### src/rtl/fifo_mc_pkg.sv
//----------------------------------------------------------------------------
// fifo_mc_pkg
// Shared defaults, width helpers and read-mode encoding for the multi-channel FIFO.
// Revision: 1.0
//----------------------------------------------------------------------------
`default_nettype none

package fifo_mc_pkg;

    localparam int C_NUM_CH    = 4;
    localparam int C_DEPTH     = 8;
    localparam int C_WORD_SIZE = 6;
    localparam int C_PTR_L     = 3;

    typedef enum logic {
        RD_REG  = 1'b0,
        RD_FWFT = 1'b1
    } rd_mode_e;

    localparam int C_FWFT = int'(RD_REG);

    // Count needs one extra bit so that DEPTH itself is representable.
    function automatic int cnt_width(input int ptr_l);
        return ptr_l + 1;
    endfunction

    function automatic int ptr_width(input int depth);
        return $clog2(depth);
    endfunction

endpackage

`default_nettype wire

### src/rtl/fifo_ch.sv
//----------------------------------------------------------------------------
// fifo_ch
// Single FIFO channel: storage, pointers, occupancy, status flags, sticky error.
// Revision: 1.0
//----------------------------------------------------------------------------
`default_nettype none

module fifo_ch
    import fifo_mc_pkg::*;
#(
    parameter int DEPTH     = C_DEPTH,
    parameter int WORD_SIZE = C_WORD_SIZE,
    parameter int PTR_L     = C_PTR_L,
    parameter int FWFT      = C_FWFT
) (
    input  logic                 clk,
    input  logic                 reset_L,
    input  logic                 push_i,
    input  logic                 pop_i,
    input  logic                 err_clr_i,
    input  logic [WORD_SIZE-1:0] data_i,
    input  logic [PTR_L:0]       full_thr_i,
    input  logic [PTR_L:0]       empty_thr_i,
    output logic [WORD_SIZE-1:0] data_o,
    output logic                 valid_o,
    output logic                 full_o,
    output logic                 empty_o,
    output logic                 afull_o,
    output logic                 aempty_o,
    output logic [PTR_L:0]       count_o,
    output logic                 error_o
);

    localparam int             CW       = cnt_width(PTR_L);
    localparam logic [CW-1:0]  FULL_CNT = CW'(DEPTH);

    logic [WORD_SIZE-1:0] mem_q [DEPTH];
    logic [PTR_L-1:0]     wr_ptr_q;
    logic [PTR_L-1:0]     rd_ptr_q;
    logic [CW-1:0]        count_q;
    logic [CW-1:0]        count_d;
    logic                 error_q;
    logic                 error_d;
    logic                 push_ok;
    logic                 pop_ok;

    always_comb begin
        full_o   = (count_q == FULL_CNT);
        empty_o  = (count_q == '0);
        afull_o  = (count_q >= full_thr_i);
        aempty_o = (count_q <= empty_thr_i);
        count_o  = count_q;
        error_o  = error_q;
        push_ok  = push_i & ~full_o;
        pop_ok   = pop_i & ~empty_o;
        // A fresh overflow/underflow outranks a clear in the same cycle.
        error_d  = (push_i & full_o) | (pop_i & empty_o) | (error_q & ~err_clr_i);
        case ({push_ok, pop_ok})
            2'b10:   count_d = count_q + CW'(1);
            2'b01:   count_d = count_q - CW'(1);
            default: count_d = count_q;
        endcase
    end

    always_ff @(posedge clk) begin
        if (reset_L) begin
            wr_ptr_q <= '0;
            rd_ptr_q <= '0;
            count_q  <= '0;
            error_q  <= 1'b0;
        end else begin
            if (push_ok) wr_ptr_q <= wr_ptr_q + PTR_L'(1);
            if (pop_ok)  rd_ptr_q <= rd_ptr_q + PTR_L'(1);
            count_q <= count_d;
            error_q <= error_d;
        end
    end

    always_ff @(posedge clk) begin
        if (push_ok && !reset_L) mem_q[wr_ptr_q] <= data_i;
    end

    generate
        if (FWFT == int'(RD_FWFT)) begin : g_fwft
            assign data_o  = mem_q[rd_ptr_q];
            assign valid_o = ~empty_o;
        end else begin : g_reg
            logic [WORD_SIZE-1:0] dout_q;
            logic                 valid_q;

            always_ff @(posedge clk) begin
                if (reset_L) begin
                    dout_q  <= '0;
                    valid_q <= 1'b0;
                end else begin
                    valid_q <= pop_ok;
                    if (pop_ok) dout_q <= mem_q[rd_ptr_q];
                end
            end

            assign data_o  = dout_q;
            assign valid_o = valid_q;
        end
    endgenerate

endmodule

`default_nettype wire

### src/rtl/fifo_mc.sv
//----------------------------------------------------------------------------
// fifo_mc
// Multi-channel FIFO: write demux to NUM_CH independent channels, packed outputs.
// Revision: 1.0
//----------------------------------------------------------------------------
`default_nettype none

module fifo_mc
    import fifo_mc_pkg::*;
#(
    parameter int NUM_CH    = C_NUM_CH,
    parameter int DEPTH     = C_DEPTH,
    parameter int WORD_SIZE = C_WORD_SIZE,
    parameter int PTR_L     = C_PTR_L,
    parameter int FWFT      = C_FWFT
) (
    input  logic                          clk,
    input  logic                          reset_L,
    input  logic                          fifo_wr,
    input  logic [$clog2(NUM_CH)-1:0]     wr_ch,
    input  logic [WORD_SIZE-1:0]          fifo_data_in,
    input  logic [NUM_CH-1:0]             fifo_rd,
    output logic [NUM_CH*WORD_SIZE-1:0]   fifo_data_out,
    output logic [NUM_CH-1:0]             data_valid,
    input  logic [PTR_L:0]                full_threshold,
    input  logic [PTR_L:0]                empty_threshold,
    output logic [NUM_CH-1:0]             fifo_full,
    output logic [NUM_CH-1:0]             fifo_empty,
    output logic [NUM_CH-1:0]             almost_full,
    output logic [NUM_CH-1:0]             almost_empty,
    output logic [NUM_CH*(PTR_L+1)-1:0]   occupancy,
    output logic [NUM_CH-1:0]             error,
    input  logic                          err_clr
);

    localparam int CH_W = $clog2(NUM_CH);

    generate
        for (genvar c = 0; c < NUM_CH; c++) begin : g_ch
            fifo_ch #(
                .DEPTH     (DEPTH),
                .WORD_SIZE (WORD_SIZE),
                .PTR_L     (PTR_L),
                .FWFT      (FWFT)
            ) u_ch (
                .clk         (clk),
                .reset_L     (reset_L),
                .push_i      (fifo_wr && (wr_ch == CH_W'(c))),
                .pop_i       (fifo_rd[c]),
                .err_clr_i   (err_clr),
                .data_i      (fifo_data_in),
                .full_thr_i  (full_threshold),
                .empty_thr_i (empty_threshold),
                .data_o      (fifo_data_out[c*WORD_SIZE +: WORD_SIZE]),
                .valid_o     (data_valid[c]),
                .full_o      (fifo_full[c]),
                .empty_o     (fifo_empty[c]),
                .afull_o     (almost_full[c]),
                .aempty_o    (almost_empty[c]),
                .count_o     (occupancy[c*(PTR_L+1) +: PTR_L+1]),
                .error_o     (error[c])
            );
        end
    endgenerate

endmodule

`default_nettype wire

### config.mk
export PLATFORM = sky130hd
export DESIGN_NAME = fifo_mc
export DESIGN_NICKNAME = d
export VERILOG_FILES = /design/src/rtl/fifo_mc_pkg.sv /design/src/rtl/fifo_ch.sv /design/src/rtl/fifo_mc.sv
export SDC_FILE = /design/constraint.sdc
export NUM_CORES = 1
export LEC_CHECK = 0
export ABC_AREA = 1
export BUFFER_PORTS_ARGS = -buffer_cell sky130_fd_sc_hd__buf_2
export CORE_UTILIZATION = 51
export CTS_CLUSTER_DIAMETER = 150
export DETAILED_ROUTE_END_ITERATION = 8
export GPL_TIMING_DRIVEN = 0
export PLACE_DENSITY = 0.8
export SETUP_SLACK_MARGIN = 0.1
export SYNTH_ARGS = -nofsm -noshare
export SYNTH_HDL_FRONTEND = slang
export SYNTH_SLANG_ARGS = --single-unit
export TNS_END_PERCENT = 20
### constraint.sdc
create_clock -name clk -period 3.2 [get_ports clk]
set_input_delay 0.48 -clock clk [delete_from_list [all_inputs] [get_ports clk]]
set_output_delay 0.48 -clock clk [all_outputs]
set_load 0.02 [all_outputs]
-- Word level (Yosys, flattened, before mapping)
Memories as Yosys holds them, arrays and structs flattened. A register that Yosys moved wholly into a read port is not among the register bits.
Index checks and enable logic that the tools add are counted.
- output and inout port bits: 64
- bits in registers: 48
- memory bits (writable): 192
- memories kept: 4
- logic and storage cells: 130
- memory list (name ; depth ; bits a word ; rd ports ; clocked after Yosys merged registers in ; write ports ; RTL line ; source):
    g_ch[0].u_ch.mem_q ; 8 ; 6 ; 1 ; 1 ; 1 ; fifo_ch.sv:37 ; logic [WORD_SIZE-1:0] mem_q [DEPTH];
    g_ch[1].u_ch.mem_q ; 8 ; 6 ; 1 ; 1 ; 1 ; fifo_ch.sv:37 ;
    g_ch[2].u_ch.mem_q ; 8 ; 6 ; 1 ; 1 ; 1 ; fifo_ch.sv:37 ;
    g_ch[3].u_ch.mem_q ; 8 ; 6 ; 1 ; 1 ; 1 ; fifo_ch.sv:37 ;
- add/subtract/negate cells: 16
- muxes and demuxes: 12
- bitwise logic cells: 37
- magnitude comparators: 8
- reduce and logical (&&, ||, !) cells: 18
- equal/unequal tests: 15
- operator list (cell ; number):
    $pmux W4 S2 ; 4
    $add A3 B1 Y3 const B ; 8
    $and A1 B1 Y1 ; 20
    $add A4 B1 Y4 const B ; 4
    $eq A4 B4 Y1 const B ; 4
    $ge A4 B4 Y1 ; 4
    $le A4 B4 Y1 ; 4
    $logic_not A4 Y1 ; 4
    $sub A4 B1 Y4 const B ; 4
    $eq A2 B2 Y1 const B ; 6
    $eq A2 B1 Y1 const B ; 5
    $not A1 Y1 ; 9
    $logic_and A1 B1 Y1 ; 8
    $mux W1 ; 8
    $or A1 B1 Y1 ; 8
    $reduce_bool A2 Y1 ; 4
    $logic_not A2 Y1 ; 1
    $logic_not A1 Y1 ; 1

-- Logic depth before layout (Yosys ltp)
Gate-level depths: netlist of run 1.
- depth after elaboration: 6
- depth in mapped cells: 16
- mapped depth without buffers: 15

-- Cells and area by module
From an unflattened synthesis of run 1, not the netlist that was laid out.
- cell total of the unflattened synthesis: 1360
- area total of the unflattened synthesis: 12502.0 µm²
- by module, submodules not included (module ; cells an instance ; area each (µm²) ; times used):
    fifo_ch ; 338 ; 3118.0 ; 4
    fifo_mc ; 8 ; 30.0 ; 1

-- Worst setup path before layout of run 1
Ideal clock, no wire load.
- path kind: reg-to-reg
- start: reg g_ch[3].u_ch.count_q[1]
- end: reg g_ch[3].u_ch.count_q[2]
- arrival time: 1919 ps
- stages on the path, launching flop included: 11
- setup time: 115 ps
- setup slack: 1165 ps
- cells stage by stage: dfxtp_1 -> nor2_1 -> nand2_1 -> o21ai_4 -> ha_1 -> xor2_1 -> ha_1 -> a21oi_1 -> xnor2_1 -> o21ai_0 -> inv_1
- word-level cells in the longest chain between the ends: 5
- elaborated cells on any way between the ends: 12
- classes of those cells: add/sub (2); eq/ne (3); mux (1); bitwise (4); reduce/logical (2)
- RTL lines (what ; RTL line ; source):
    start, declared ; fifo_ch.sv:40 ; logic [CW-1:0] count_q;
    start signal, assigned ; fifo_ch.sv:74 ; count_q <= count_d;
    $eq A4 B4 Y1 or $logic_not A4 Y1 (tied branches) ; fifo_ch.sv:48, fifo_ch.sv:49 ;
    $not A1 Y1 (on tied branches) ; fifo_ch.sv:54, fifo_ch.sv:55 ;
    $and A1 B1 Y1 (on tied branches) ; fifo_ch.sv:54, fifo_ch.sv:55 ;
    $eq A2 B1 Y1 or $eq A2 B2 Y1 (tied branches) ; fifo_ch.sv:58 ; case ({push_ok, pop_ok})
    $pmux W4 S2 or $reduce_bool A2 Y1 (tied branches) ; -- ;
Several ways; a longest one is shown, not always the timed one.
A chain may end at the register's enable or synchronous reset.

-- Worst setup path after layout of run 1
- start: reg g_ch[3].u_ch.count_q[1]
- end: out almost_empty[3]
- word-level cells in the longest chain between the ends: 1
- RTL lines (what ; RTL line ; source):
    $le A4 B4 Y1 ; fifo_ch.sv:51 ; aempty_o = (count_q <= empty_thr_i);
    end, declared ; fifo_mc.sv:30 ; output logic [NUM_CH-1:0] almost_empty,
No other way between the ends.

==> results.cfg, run 1 <==
[power]
swShare_pct = 36.4
power_frac_clock_pct = 28.2
power_uw = 11500
p_switching_uw = 4180
power.density_nw_per_um2 = 846
p_leak_uw = 0.00533
seq_power_share_pct = 36.8
vdd_drop_max_mv = 0.624
internal_power_uw = 7320
comb_power_share_pct = 35.0

[cts]
worstSkewPairLatency_ps = 540
cts_root_buffer = clkbuf_16
clockBufferDepth = 3
hold_buffers = 0
clkTransAtPathRegs_ps = 60
numCtsBuffers = 28
clock-sinks = 264
cts_resized = 0
cts_tree = built
post-cts-setup-buffers = 0
cts.htree.levels = 1

[setup_path]
cpPeakStageDelay_ps = 550
reg2reg_from = g_ch[2].u_ch.count_o[1]
r2r_end = g_ch[2].u_ch.count_o[2]
start_kind = register
cpLargestDelayFamily = flip-flops
critPathBufInv = 3
r2r_cells = 11
worst-setup-path-type = register to output pin
cp-end-kind = output pin
critical_path_required_ps = 2720
crit_fanout = 8
crit_arrival_ps = 2090
cp_slowest_cell = dfxtp_1
regToRegSetupSlack_ps = 890
path_cells = ha_1, inv_1, nor2_1, o21bai_1, nand2_1, o21ai_0, buf_4, buf_2

[flow_run]
max_cap_violations = 0

[routing]
num_vias = 8885
dr_wl_met2_mm = 14.0
wire_per_inst_um = 18.3
viasPerCell = 5.65
wl_met3_mm = 1.95
detail-route-antenna-nets = 0
wl_met1_mm = 11.6
drc = 0
dr.pass1.iters = 6
totalWireLength_mm = 28.7
highest_layer = met5
initialDrtViolationCount = 882

[synth]
synth-seq-area-share_pct = 60.7
synth_ff_type = edfxtp_1
ys_types = 36
syn-num-nets = 1223
yosysWarnings = 0
synthTopCellsByCount = nor2_1, edfxtp_1, o21ai_0, nand2_1, dfxtp_1
yosysTopAreaCellShare_pct = 48.5
synthTopCellsByArea = edfxtp_1, dfxtp_1, nor2_1, ha_1, o21ai_0
synth_area_sq_um = 11900
yosysTopAreaCell = edfxtp_1
synth.most_common_cell = nor2_1
ys_ff_latch = 264
synthArstFlopShare_pct = 0
syn-instance-count = 1149
postSynthAreaPerCell_sq_um = 10.3
synth-edff-count = 192

[grt]
overflow = 0
grt_max_degree = 33
grt_pass1_vias = 8478
grt_use_total_pct = 24.3
grt_first_pass_wirelength_mm = 44.7
grt_antenna_before_repair = 1

[timing]
setup_viol = 0
max_freq_ghz = 0.390
hold_ws_ps = 214
slew_headroom_pct = 39.6
clock_skew_ps = 10.1
hold_viol_final = 0
slew_violations = 0
fin_ws_ps = 634
finalSetupTns_ps = 0
max_slew.worst_pin.slew_ps = 906
rsz0062_at_grt = false
post-route-min-period_ps = 2570
fin_crit_sh_pct = 80.2

[floorplan]
fp.dieW_um = 155
fp.coreArea_sq_um = 22700
ioPinCount = 88
fp-row-count = 55
start_util_pct = 52.3
die_area_sq_um = 23900
die_y_um = 155

[final_layout]
fillCellCount = 1809
syn_to_final_growth_pct = 14.4
layout-drive-gt1-share_pct = 18.2
nets = 1339
antenna-diode-count = 0

[placement]
dp_hpwl_mm = 19.2
pre_cts_ws_ps = 760
portBuffers = 86
finalWeightedCongestion = 0.842

[worst_hold_path]
hp-class = input pin to register
holdPathStages = 3
hold_start = fifo_rd[0]
hold_path_end = g_ch[0].u_ch.error_o

[outcome]
outcome = completed
-- cell type report --
cell class,count,area [sq um],share of cell area [%]
clock inverter,17,159,1.17
buffer,74,444,3.27
timing repair buffer,86,430,3.17
clock buffer,35,768,5.65
multi-input combinational,729,3920,28.8
sequential,264,7210,53.0
inverter,82,308,2.26
tap,285,357,2.62
-- worst max path at each step --
| stage | startpoint | end | slack (ps) | cells past startpoint |
|---|---|---|---|---|
| floorplan | g_ch[3].u_ch.count_o[1] | g_ch[3].u_ch.count_o[2] | 1170 | 10 |
| global placement | wr_ch[0] | g_ch[3].u_ch.mem_q[0][1] | 800 | 7 |
| detailed placement | wr_ch[0] | g_ch[3].u_ch.mem_q[0][1] | 760 | 7 |
| CTS | g_ch[3].u_ch.count_o[1] | almost_empty[3] | 650 | 8 |
| global route | g_ch[2].u_ch.count_o[1] | almost_empty[2] | 540 | 8 |
| finish | g_ch[3].u_ch.count_o[1] | almost_empty[3] | 630 | 8 |
-- sequential cells by signal, indices dropped and copies added, names as in the netlist --
signal              count
g_ch.u_ch.count_o      16
g_ch.u_ch.valid_o       4
g_ch.u_ch.rd_ptr_q     12
g_ch.u_ch.data_o       24
g_ch.u_ch.error_o       4
g_ch.u_ch.wr_ptr_q     12
g_ch.u_ch.mem_q       192
-- layer usage --
metal  up-vias  track usage, %
met4         2            10.9
met2       349            41.2
met1      4234            30.6
met5         -               0
li1       4216               -
met3        84            3.95
-- power by group through the flow --
stage	clock network, uW	registers, uW	logic (uW)
after floorplan	0	4440	2630
after global placement	0	4280	3820
after detailed placement	0	4290	3960
after CTS	3260	4230	4000
after global routing	3390	4270	4460
final	3240	4240	4030
-- stage by stage --
step	area (sq um)	util (%)	std cells
2_1_floorplan	11900	-	1149
3_3_place_gp	12700	55.8	1520
3_5_place_dp	12700	55.8	1520
4_1_cts	13600	59.9	1572
5_1_grt	13600	59.9	1572
6_report	13600	59.9	1572
-- cell usage in the layout, fill, tap and decap left out, drive strengths merged, types with 46 or more instances in the layout --
cell / synthesis / routed
nor2: 221 / 221
edfxtp: 192 / 192
buf: 63 / 149
o21ai: 128 / 128
nand2: 108 / 108
inv: 82 / 83
dfxtp: 72 / 72
nand3: 67 / 67
a21oi: 61 / 61
o211ai: 52 / 52
ha: 50 / 50
clkbuf: 11 / 46
-- logic make-up (layout without fill, tap and decap cells) --
logic type,count (synthesis),after routing,synth area share [%]
compound gates,248,248,11.8
xor+xnor,6,6,0.442
fa+ha+maj,50,50,5.27
buf+inv,156,294,6.33
flops,264,264,60.7
simple gates,425,425,15.5
-- worst min-delay path, stage by stage --
cell and delay, ps:
buf_2 100, nand2_1 50, a31oi_1 70
Note: power is estimated with default switching activity, not from simulation.
==> run 2: changes to the inputs <==
==> constraint.sdc (replaced) <==
create_clock -name clk -period 2.59 [get_ports clk]
set_input_delay 0.3885 -clock clk [delete_from_list [all_inputs] [get_ports clk]]
set_output_delay 0.3885 -clock clk [all_outputs]
set_load 0.02 [all_outputs]
==> run 2 against run 1 <==
Combinational power up 23%. First-iteration DRC count stayed put. Critical endpoint is now almost_empty[1]. Critical path type unchanged. Sequential power increased by 24%. Wire length about the same. Clock power up 23%. Total power increased by 24%. Non-clock buffer count is the same. Final area about the same. Sequential cell count unchanged. Via count shrank 0.12%. Utilization barely moved. Clock skew hardly changed.
==> results.cfg, run 2 (synthesis gave the netlist of run 1 again) <==
[timing]
slew_violations = 0
post-route-min-period_ps = 2470
rsz0062_at_grt = true
finalSetupTns_ps = 0
max_freq_ghz = 0.406
slew_headroom_pct = 39.6
setup_viol = 0
fin_crit_sh_pct = 95.2
hold_viol_final = 0
max_slew.worst_pin.slew_ps = 905
fin_ws_ps = 125
clock_skew_ps = 10.3

[setup_path]
cp-end-kind = output pin
crit_fanout = 8
r2r_cells = 11
crit_arrival_ps = 2080
start_kind = register
critical_path_required_ps = 2200
worst-setup-path-type = register to output pin

[cts]
hold_buffers = 0
post-cts-setup-buffers = 0
worstSkewPairLatency_ps = 540
clockBufferDepth = 3
cts.htree.levels = 1
clock-sinks = 264
cts_tree = built
numCtsBuffers = 28
cts_root_buffer = clkbuf_16
clkTransAtPathRegs_ps = 60

[floorplan]
fp.dieW_um = 155
fp.coreArea_sq_um = 22700
start_util_pct = 52.3
die_y_um = 155
die_area_sq_um = 23900
fp-row-count = 55
ioPinCount = 88

[grt]
grt_antenna_before_repair = 1
overflow = 0
grt_use_total_pct = 24.3
grt_pass1_vias = 8478
grt_first_pass_wirelength_mm = 44.7
grt_max_degree = 33

[final_layout]
nets = 1339
fin_area_sq_um = 13600
layout-drive-gt1-share_pct = 18.3
largest_reg_flops = 192
layout_common_cells = nor2_1, edfxtp_1, buf_2, o21ai_0, nand2_1
regMostFlops = g_ch.u_ch.mem_q
syn_to_final_growth_pct = 14.5
antenna-diode-count = 0
final_common_cell = nor2_1

[placement]
finalWeightedCongestion = 0.842
portBuffers = 86
dp_hpwl_mm = 19.2
place_area_sq_um = 12700
pre_cts_ws_ps = 241

[worst_hold_path]
hp-class = input pin to register
holdPathStages = 3

[routing]
viasPerCell = 5.65
initialDrtViolationCount = 882
drc = 0
num_vias = 8874
wire_per_inst_um = 18.3
dr.pass1.iters = 6
totalWireLength_mm = 28.7
detail-route-antenna-nets = 0

[outcome]
outcome = completed

[power]
power.density_nw_per_um2 = 1050
vdd_drop_max_mv = 0.771
p_leak_uw = 0.00533

[flow_run]
max_cap_violations = 0
==> run 2: cell counts in the layout (fill, tap and decap cells not counted) <==
No cell type changed its count.
==> run 2: worst max-delay path, cell delays in order, from the launching register on <==
cell and delay (ps):
dfxtp_1 570, ha_1 320, inv_1 60, nor2_1 30
o21bai_1 110, nand2_1 60, o21ai_0 80, buf_4 150
buf_2 150
==> run 2: stage by stage <==
stage	total power, uW	hold slack [ps]	util (%)	instances
detailed placement	10200	453	55.8	1520
CTS	14200	115	59.9	1572
global route	15000	142	59.9	1572
floorplan	8750	465	-	1149
global placement	10000	450	55.8	1520
finish	14200	123	59.9	1572
==> run 2: timing repair <==
item                                   CTS  global route
gates resized for setup                  0             2
endpoints found under the hold margin    0             0
setup endpoints to repair                0            10
==> run 2: layout make-up <==
class / count / area [sq um]
repair buffers: 86 / 430
fillers: 1808 / 9110
multi-input cells: 729 / 3920
clock buffers: 35 / 768
flip-flops and latches: 264 / 7210
inverters: 82 / 308
plain buffers: 74 / 444
well taps: 285 / 357
clock inverters: 17 / 159
==> run 2: power by group <==
group	internal, uW	switching [uW]
logic	1770	3200
clock network	2390	1610
registers	4880	355
==> run 2: worst paths after layout <==
kind | slack (ps) | from | endpoint
worst max-delay path | 120 | g_ch[1].u_ch.count_o[1] | almost_empty[1]
worst min-delay path | 120 | fifo_rd[0] | g_ch[0].u_ch.error_o
worst max register to register | 300 | g_ch[2].u_ch.count_o[2] | g_ch[2].u_ch.count_o[2]
worst min register to register | 460 | g_ch[1].u_ch.data_o[0] | g_ch[1].u_ch.data_o[0]
==> run 2: routing by layer <==
layer | part of all wire (%) | GRT usage, % | vias to the layer above
met4 | 4.0 | 10.9 | 2
met1 | 41 | 30.6 | 4231
met2 | 49 | 41.2 | 341
met5 | 0.042 | 0 | -
li1 | - | - | 4216
met3 | 6.7 | 3.95 | 84
==> run 3: changes to the inputs <==
--- a/config.mk
+++ b/config.mk
@@ -11,6 +11,7 @@
 export CTS_CLUSTER_DIAMETER = 150
 export DETAILED_ROUTE_END_ITERATION = 8
 export GPL_TIMING_DRIVEN = 0
+export MAX_ROUTING_LAYER = met4
 export PLACE_DENSITY = 0.8
 export SETUP_SLACK_MARGIN = 0.1
 export SYNTH_ARGS = -nofsm -noshare
==> run 3 against run 2 <==
Register-to-register slack barely moved. Die area did not move. Clock-buffer cell count did not move. Sequential power barely moved. Sequential share of layout area barely moved. Non-clock buffer count did not move. Final area barely moved. Combinational power barely moved. Maximum frequency rose by 0.42%. Utilization barely moved. Critical path depth did not move. First-iteration DRC count fell by 12%. Critical path type unchanged.
==> results.cfg, run 3 (synthesis gave the netlist of run 1 again) <==
[timing]
slew_headroom_pct = 35.6
max_slew.worst_pin.slew_ps = 958
clock_skew_ps = 15.6
max_freq_ghz = 0.407
fin_crit_sh_pct = 94.8
setup_viol = 0
fin_ws_ps = 135
post-route-min-period_ps = 2450
hold_viol_final = 0
rsz0062_at_grt = true
slew_violations = 0
finalSetupTns_ps = 0

[worst_hold_path]
hp-class = input pin to register
hold_path_end = g_ch[0].u_ch.error_o
holdPathStages = 3
hold_start = fifo_rd[0]

[placement]
finalWeightedCongestion = 0.855
dp_hpwl_mm = 19.2
portBuffers = 86
pre_cts_ws_ps = 241
place_area_sq_um = 12700

[final_layout]
final_common_cell = nor2_1
layout-drive-gt1-share_pct = 18.3
seq_area_sq_um = 7210
fin_area_sq_um = 13600
fin_util_pct = 59.9
syn_to_final_growth_pct = 14.5
layout_common_cells = nor2_1, edfxtp_1, buf_2, o21ai_0, nand2_1
multiInputGateArea_sq_um = 3920
nets = 1339
regMostFlops = g_ch.u_ch.mem_q
fillCellCount = 1808
largest_reg_flops = 192

[grt]
overflow = 0
grt_first_pass_wirelength_mm = 44.7
grt_antenna_before_repair = 1
grt_use_total_pct = 25.0
grt_max_degree = 33
grt_pass1_vias = 8496

[setup_path]
reg2reg_from = g_ch[2].u_ch.count_o[2]
r2r_cells = 11
cp-end-kind = output pin
critical_path_required_ps = 2200
r2r_end = g_ch[2].u_ch.count_o[2]
crit_fanout = 8
worst-setup-path-type = register to output pin
cp_slowest_cell = dfxtp_1
start_kind = register
cpPeakStageDelay_ps = 560
regToRegSetupSlack_ps = 300
crit_arrival_ps = 2070
path_cells = ha_1, inv_1, nor2_1, o21bai_1, nand2_1, o21ai_0, buf_4, buf_2

[routing]
drc = 0
totalWireLength_mm = 28.7
detail-route-antenna-nets = 0
dr.pass1.iters = 7
wire_per_inst_um = 18.2
num_vias = 8862
viasPerCell = 5.63
initialDrtViolationCount = 772

[cts]
clkTransAtPathRegs_ps = 60
hold_buffers = 0
worstSkewPairLatency_ps = 540
clockBufferDepth = 3
numCtsBuffers = 28
cts_tree = built
cts_resized = 0
cts.htree.levels = 1
cts_root_buffer = clkbuf_16
clock-sinks = 264
post-cts-setup-buffers = 0

[floorplan]
fp.dieW_um = 155
start_util_pct = 52.3
ioPinCount = 88
fp.coreArea_sq_um = 22700
die_y_um = 155
die_area_sq_um = 23900
fp-row-count = 55

[power]
vdd_drop_max_mv = 0.769
p_leak_uw = 0.00533
power.density_nw_per_um2 = 1040

[outcome]
outcome = completed

[flow_run]
max_cap_violations = 0
[run 3: metal layers]
| metal | share of wire (%) | up-vias | track usage (%) |
|---|---|---|---|
| li1 | - | 4218 | - |
| met5 | 0 | - | - |
| met2 | 49 | 393 | 41.2 |
| met3 | 7.7 | 83 | 3.95 |
| met4 | 3.6 | 0 | 10.9 |
| met1 | 40 | 4168 | 30.6 |
[run 3: how the worst max path moves through the flow]
| stage | startpoint | endpoint | slack [ps] | depth (start not counted) |
|---|---|---|---|---|
| floorplan | g_ch[3].u_ch.count_o[1] | g_ch[3].u_ch.count_o[2] | 560 | 10 |
| global placement | wr_ch[0] | g_ch[3].u_ch.mem_q[0][1] | 280 | 7 |
| detailed placement | wr_ch[0] | g_ch[3].u_ch.mem_q[0][1] | 240 | 7 |
| CTS | g_ch[3].u_ch.count_o[1] | almost_empty[3] | 140 | 8 |
| global route | g_ch[1].u_ch.count_o[1] | almost_empty[1] | 30 | 8 |
| finish | g_ch[1].u_ch.count_o[1] | almost_empty[1] | 140 | 8 |
[run 3: report_power, final]
group | switching [uW] | internal (uW) | total, uW
logic | 3200 | 1770 | 4970
registers | 349 | 4880 | 5230
clock network | 1610 | 2390 | 4000
total | 5150 | 9050 | 14200
[run 3: metrics by stage]
| stage | hold slack [ps] | total power [uW] | instances |
|---|---|---|---|
| CTS | 115 | 14200 | 1572 |
| floorplan | 465 | 8750 | 1149 |
| global route | 142 | 15000 | 1573 |
| global placement | 450 | 10000 | 1520 |
| detailed placement | 453 | 10200 | 1520 |
| finish | 122 | 14200 | 1573 |
[run 3: worst max-delay path, delay by kind of cell, from the launching register on]
family / cells / cell delay, ps
buffers and inverters: 3 / 360
flip-flops: 1 / 560
adder cells (fa/ha/maj): 1 / 320
AND/OR/NAND/NOR: 2 / 90
AO/OA/AOI/OAI: 2 / 190
[run 3: final cells by class]
class                           count  share of cell area, %
Sequential cell                   264                   53.0
Multi-Input combinational cell    729                   28.8
Clock buffer                       35                   5.65
Buffer                             74                   3.27
Timing Repair Buffer               86                   3.17
Tap cell                          285                   2.62
Inverter                           82                   2.26
Clock inverter                     17                   1.17
Antenna cell                        1                 0.0184
